<file path="config.mk">
export PLATFORM = sky130hd
export DESIGN_NAME = issue_scheduler
export DESIGN_NICKNAME = d
export VERILOG_FILES = /design/src/rtl/issue_scheduler.sv
export SDC_FILE = /design/constraint.sdc
export NUM_CORES = 1
export LEC_CHECK = 0
export ABC_AREA = 1
export CORE_MARGIN = 4
export CORE_UTILIZATION = 45
export DETAILED_ROUTE_END_ITERATION = 16
export DONT_BUFFER_PORTS = 1
export SYNTH_ARGS = -nofsm -noshare
export SYNTH_HDL_FRONTEND = slang
export SYNTH_SLANG_ARGS = --single-unit
</file>
<file path="constraint.sdc">
create_clock -name clk -period 10.75 [get_ports clk]
set_input_delay 1.075 -clock clk [delete_from_list [all_inputs] [get_ports clk]]
set_output_delay 1.075 -clock clk [all_outputs]
set_load 0.05 [all_outputs]
</file>
<file path="src/rtl/issue_scheduler.sv">
`default_nettype none
// ============================================================================
// Module      : issue_scheduler
// Description : Slot allocator and issue scheduler for a BS-entry instruction
//               buffer. Owns the dependency matrix (row i = slots that
//               instruction i waits on), allocates new instructions into the
//               lowest free slot, picks one ready instruction per cycle with
//               round-robin fairness and offers it on a registered valid/ready
//               issue port. Completion clears the finished slot's column in
//               every row and frees the slot.
// Ports       : clk, rst            - clock / async active-high reset
//               alloc_valid/deps    - new instruction and its dependency mask
//               alloc_ready/index   - free slot available / slot to be written
//               issue_valid/index   - registered issue offer
//               issue_ready         - downstream accepts the offer
//               complete_valid/index- an issued instruction finished
//               count/full/empty    - occupancy status
//               err                 - sticky illegal-completion flag
// Revision    : 1.0 - initial release
// ============================================================================
module issue_scheduler #(
    parameter  int BS = 16,
    localparam int IB = $clog2(BS)
) (
    input  logic          clk,
    input  logic          rst,
    input  logic          alloc_valid,
    input  logic [BS-1:0] alloc_deps,
    output logic          alloc_ready,
    output logic [IB-1:0] alloc_index,
    output logic          issue_valid,
    output logic [IB-1:0] issue_index,
    input  logic          issue_ready,
    input  logic          complete_valid,
    input  logic [IB-1:0] complete_index,
    output logic [IB:0]   count,
    output logic          full,
    output logic          empty,
    output logic          err
);

    // ------------------------------------------------------------------
    // State
    // ------------------------------------------------------------------
    logic [BS-1:0] occupied_q, occupied_d;
    logic [BS-1:0] issued_q,   issued_d;
    logic [BS-1:0] dep_q [BS];
    logic [BS-1:0] dep_d [BS];
    logic [IB-1:0] rr_q, rr_d;
    logic          issue_valid_q, issue_valid_d;
    logic [IB-1:0] issue_index_q, issue_index_d;
    logic [IB:0]   count_q, count_d;
    logic          err_q, err_d;

    // ------------------------------------------------------------------
    // Combinational helpers
    // ------------------------------------------------------------------
    logic          w_full;
    logic [IB-1:0] w_alloc_index;
    logic          w_alloc_fire;
    logic          w_issue_fire;
    logic          w_comp_ok;
    logic [BS-1:0] w_alloc_self;
    logic [BS-1:0] w_comp_bit;
    logic [BS-1:0] w_alloc_row;
    logic [BS-1:0] w_ready;
    logic          w_sel_found;
    logic [IB-1:0] w_sel_index;
    logic [IB-1:0] w_scan_idx;

    assign w_full      = (count_q == (IB+1)'(BS));
    assign alloc_ready = ~w_full;
    assign alloc_index = w_alloc_index;
    assign full        = w_full;
    assign empty       = (count_q == '0);
    assign count       = count_q;
    assign err         = err_q;
    assign issue_valid = issue_valid_q;
    assign issue_index = issue_index_q;

    // Lowest-numbered free slot; depends on registered occupancy only, so a
    // slot freed this cycle shows up here one cycle later.
    always_comb begin
        w_alloc_index = '0;
        for (int i = BS-1; i >= 0; i--) begin
            if (!occupied_q[i]) begin
                w_alloc_index = IB'(i);
            end
        end
    end

    assign w_alloc_fire = alloc_valid && !w_full;
    assign w_issue_fire = issue_valid_q && issue_ready;
    assign w_comp_ok    = complete_valid && occupied_q[complete_index]
                          && issued_q[complete_index];

    always_comb begin
        w_alloc_self                = '0;
        w_alloc_self[w_alloc_index] = 1'b1;
        w_comp_bit                  = '0;
        w_comp_bit[complete_index]  = w_comp_ok;
    end

    // Dependencies on free slots, on itself, or on the slot completing this
    // very cycle would never be cleared later, so they are dropped here.
    assign w_alloc_row = alloc_deps & occupied_q & ~w_alloc_self & ~w_comp_bit;

    // Ready slots; the one already sitting in the issue register is excluded
    // so a reload during a handshake never picks the slot being issued.
    always_comb begin
        for (int i = 0; i < BS; i++) begin
            w_ready[i] = occupied_q[i] && !issued_q[i] && (dep_q[i] == '0)
                         && !(issue_valid_q && (issue_index_q == IB'(i)));
        end
    end

    // Round-robin pick: first ready slot scanning upward from rr, wrapping.
    always_comb begin
        w_sel_found = 1'b0;
        w_sel_index = '0;
        w_scan_idx  = '0;
        for (int k = 0; k < BS; k++) begin
            w_scan_idx = rr_q + IB'(k);
            if (!w_sel_found && w_ready[w_scan_idx]) begin
                w_sel_found = 1'b1;
                w_sel_index = w_scan_idx;
            end
        end
    end

    // ------------------------------------------------------------------
    // Next state
    // ------------------------------------------------------------------
    always_comb begin
        occupied_d    = occupied_q;
        issued_d      = issued_q;
        dep_d         = dep_q;
        rr_d          = rr_q;
        issue_valid_d = issue_valid_q;
        issue_index_d = issue_index_q;
        count_d       = count_q;
        err_d         = err_q;

        if (w_issue_fire) begin
            issued_d[issue_index_q] = 1'b1;
            rr_d                    = issue_index_q + 1'b1;
        end

        if (w_comp_ok) begin
            for (int i = 0; i < BS; i++) begin
                dep_d[i][complete_index] = 1'b0;
            end
            occupied_d[complete_index] = 1'b0;
            issued_d[complete_index]   = 1'b0;
        end else if (complete_valid) begin
            err_d = 1'b1;
        end

        // A valid completion always targets an occupied slot, so it can never
        // collide with the free slot being allocated.
        if (w_alloc_fire) begin
            occupied_d[w_alloc_index] = 1'b1;
            issued_d[w_alloc_index]   = 1'b0;
            dep_d[w_alloc_index]      = w_alloc_row;
        end

        case ({w_alloc_fire, w_comp_ok})
            2'b10:   count_d = count_q + (IB+1)'(1);
            2'b01:   count_d = count_q - (IB+1)'(1);
            default: count_d = count_q;
        endcase

        // Issue register reloads when empty or when its offer is taken.
        if (!issue_valid_q || w_issue_fire) begin
            issue_valid_d = w_sel_found;
            if (w_sel_found) begin
                issue_index_d = w_sel_index;
            end
        end
    end

    always_ff @(posedge clk or posedge rst) begin
        if (rst) begin
            occupied_q    <= '0;
            issued_q      <= '0;
            for (int i = 0; i < BS; i++) begin
                dep_q[i] <= '0;
            end
            rr_q          <= '0;
            issue_valid_q <= 1'b0;
            issue_index_q <= '0;
            count_q       <= '0;
            err_q         <= 1'b0;
        end else begin
            occupied_q    <= occupied_d;
            issued_q      <= issued_d;
            dep_q         <= dep_d;
            rr_q          <= rr_d;
            issue_valid_q <= issue_valid_d;
            issue_index_q <= issue_index_d;
            count_q       <= count_d;
            err_q         <= err_d;
        end
    end

endmodule
`default_nettype wire

</file>
==> flow_summary.json <==
{
  "status": "completed",
  "ir_drop_mv": 0.150,
  "p_switching_mw": 3.35,
  "synth_cells": 2279,
  "antenna_found_initial": 1,
  "comb_power_share": 0.525,
  "finalInstanceArea_um2": 18000,
  "switching_share": 0.510,
  "holdPathStages": 2,
  "reg2reg_depth": 20,
  "leakage_nw": 8.86,
  "yosys.area.top_type": "dfrtp_1",
  "period_share": 0.498,
  "dp_worst_setup_slack_ns": 5.51,
  "pwr-share-clk": 0.178,
  "slew_viol_final": 0,
  "place_area_um2": 16900,
  "place_congestion": 0.977,
  "critPathKind": "flop to flop",
  "min_period_ns": 5.35,
  "finalSetupTns_ns": 0,
  "netlist_top_cells_count": "443 x nand2_1, 389 x nand3_1, 318 x nor2_1",
  "drc": 0,
  "clk_pin_slew_worst_paths_ns": 0.06,
  "fin_ws_ns": 5.40,
  "dieArea_um2": 40100,
  "dr.pass1.iters": 6,
  "ys_async_sr_fraction": 1.00,
  "routed_wl_um": 60100,
  "row_count": 70,
  "critPathRequiredTime_ns": 11.21,
  "io_buffers": 0,
  "overflow": 0,
  "vias_per_cell": 5.79,
  "cts_tree": "done",
  "first_iter_violations": 1823,
  "yosysMostFrequentCell": "nand2_1",
  "ys_ff_latch": 303,
  "worst_pin_slew_ns": 1.25,
  "fin_skew_ns": 0.0165,
  "ys_types": 49,
  "grtUsageTotal": 0.292,
  "crit_arrival_ns": 5.82,
  "maxCapViolCount": 0,
  "grt_pass1_wl_um": 90500,
  "cts_num_sinks": 303,
  "p_per_area_nw_per_um2": 365,
  "die_w_um": 200,
  "synth.avg_cell_area_um2": 7.30,
  "hold_viol": 0,
  "fin_nets": 2261,
  "yosysWarningCount": 0,
  "clkLatencyLatePin_ns": 0.54,
  "yosysSeqAreaShare": 0.456,
  "grt_pass1_vias": 14507,
  "seqPwrFrac": 0.297,
  "synth-edff-count": 0,
  "synthesis.area_um2": 16600,
  "synthesis.nets": 2320,
  "cts-root-buf": "clkbuf_16",
  "postCtsSetupBuffers": 0,
  "dominantRegCellSynth": "dfrtp_1",
  "synthTopCellsByArea": "dfrtp_1 46%, nand3_1 12%, nand2_1 10%",
  "num_antenna_cells": 0,
  "hp-class": "flop to flop",
  "cts_buffers": 35,
  "chipHeight_um": 200,
  "wl_per_cell_um": 22.2,
  "ctsLongestPathBuffers": 3,
  "coreArea_um2": 36500,
  "initial_utilization": 0.455,
  "dp_hpwl_um": 41300,
  "syn_to_final_growth_pct": 8.21,
  "grt_start_max_net_pins": 171,
  "ant_nets": 0,
  "start_kind": "flop",
  "synth.top_cell.area_share": 0.456,
  "drive_above_1_share": 0.0464,
  "intPower_mw": 3.22,
  "worst_slew_margin_rel": 0.164,
  "fmax_ghz": 0.187,
  "hold_buffers": 0,
  "vias": 15693,
  "num_io_pins": 43,
  "finalSetupViolations": 0,
  "ctsResizeCount": 0,
  "htree_levels": 2,
  "cp-end-kind": "flop",
  "rsz0062_at_grt": "false",
  "critPathMaxFanout": 27
}
cells by family after synthesis:
kind of cell / after synthesis / synth area share
adders and majority gates: 16 / 0.0125
buffers and inverters: 324 / 0.0758
xor gates and xnor gates: 9 / 0.00474
DFF: 303 / 0.456
and+or+nand+nor: 1270 / 0.338
AOI/OAI and AO/OA: 357 / 0.113
state kept, by name, indices dropped and copies added, names as in the netlist:
name	count
count	5
dep_q	256
err	1
issue_index	4
issue_valid	1
issued_q	16
occupied_q	16
rr_q	4
worst paths after layout:
kind,start,end,slack (ns)
setup / recovery,rr_q[1],issue_index[3],5.40
hold / removal,dep_q[130],dep_q[130],0.51
setup reg to reg,rr_q[1],issue_index[3],5.40
hold reg to reg,dep_q[130],dep_q[130],0.51
max in group asynchronous,rst,issue_index[3],8.71
min in group asynchronous,rst,dep_q[239],0.54
layout by cell type (no fill, tap or decap), drive strengths merged:
cell and count:
o22ai 16, and3 4, a21oi 26, nor3 32, a311oi 1, a21o 1, dfrtp 303, o31ai 2
a211oi 1, bufinv 1, o21ai 293, clkinv 14, a31oi 8, o21bai 1, or2 1, ha 15
and2 3, nor2 333, xor2 6, nand3b 4, o311ai 1, a21boi 1, nor2b 2, o2111ai 1
nand4 37, o211a 3, nor4 9, nor3b 2, buf 14, clkbuf 53, inv 206, fa 1
xnor2 3, nand3 395, o21a 2, nand2 448
routing by layer:
layer,share of wire,up-vias,GRT usage
li1,-,7398,-
met3,0.083,127,0.0599
met5,0,-,0
met1,0.44,7536,0.405
met2,0.44,632,0.456
met4,0.040,0,0.106
area by class of cell:
class / count / area (um^2)
well taps: 468 / 586
fillers: 3666 / 18500
inverters: 214 / 812
clock buffers: 53 / 1030
flip-flops and latches: 303 / 7580
multi-input cells: 1652 / 7790
repair buffers: 14 / 118
clock inverters: 7 / 78.8
power by group through the flow:
stage / Sequential (mW) / Combinational (mW) / Clock (mW)
floorplan: 1.86 / 2.46 / 0
global placement: 1.96 / 3.35 / 0
detailed placement: 1.97 / 3.37 / 0
CTS: 1.95 / 3.39 / 1.18
global route: 2.00 / 3.83 / 1.24
finish: 1.95 / 3.45 / 1.17
metrics by stage:
stage	std cells	utilization	total power, mW	hold slack (ns)
global route	2711	0.493	7.07	0.525
detailed placement	2651	0.462	5.34	0.499
global placement	2651	0.462	5.31	0.490
finish	2711	0.493	6.57	0.507
floorplan	2279	-	4.32	0.473
CTS	2711	0.493	6.52	0.512
critical path, stage by stage (launching register included):
cell and delay [ns]:
dfrtp_1 0.78, inv_1 0.53, ha_1 0.99, clkinv_1 0.89
nand2_1 0.25, nand2_1 0.10, nand2_1 0.06, nand2_1 0.08
nand2_1 0.07, nand2_2 0.08, nor2_4 0.12, nand4_4 0.13
nor2_4 0.18, nand4_4 0.11, nor2_2 0.22, nand4_4 0.15
nor2_8 0.18, a31oi_4 0.11, clkinv_2 0.09, nand2_1 0.05
nand2_1 0.09
No activity file was read; power rests on OpenSTA's default activity.
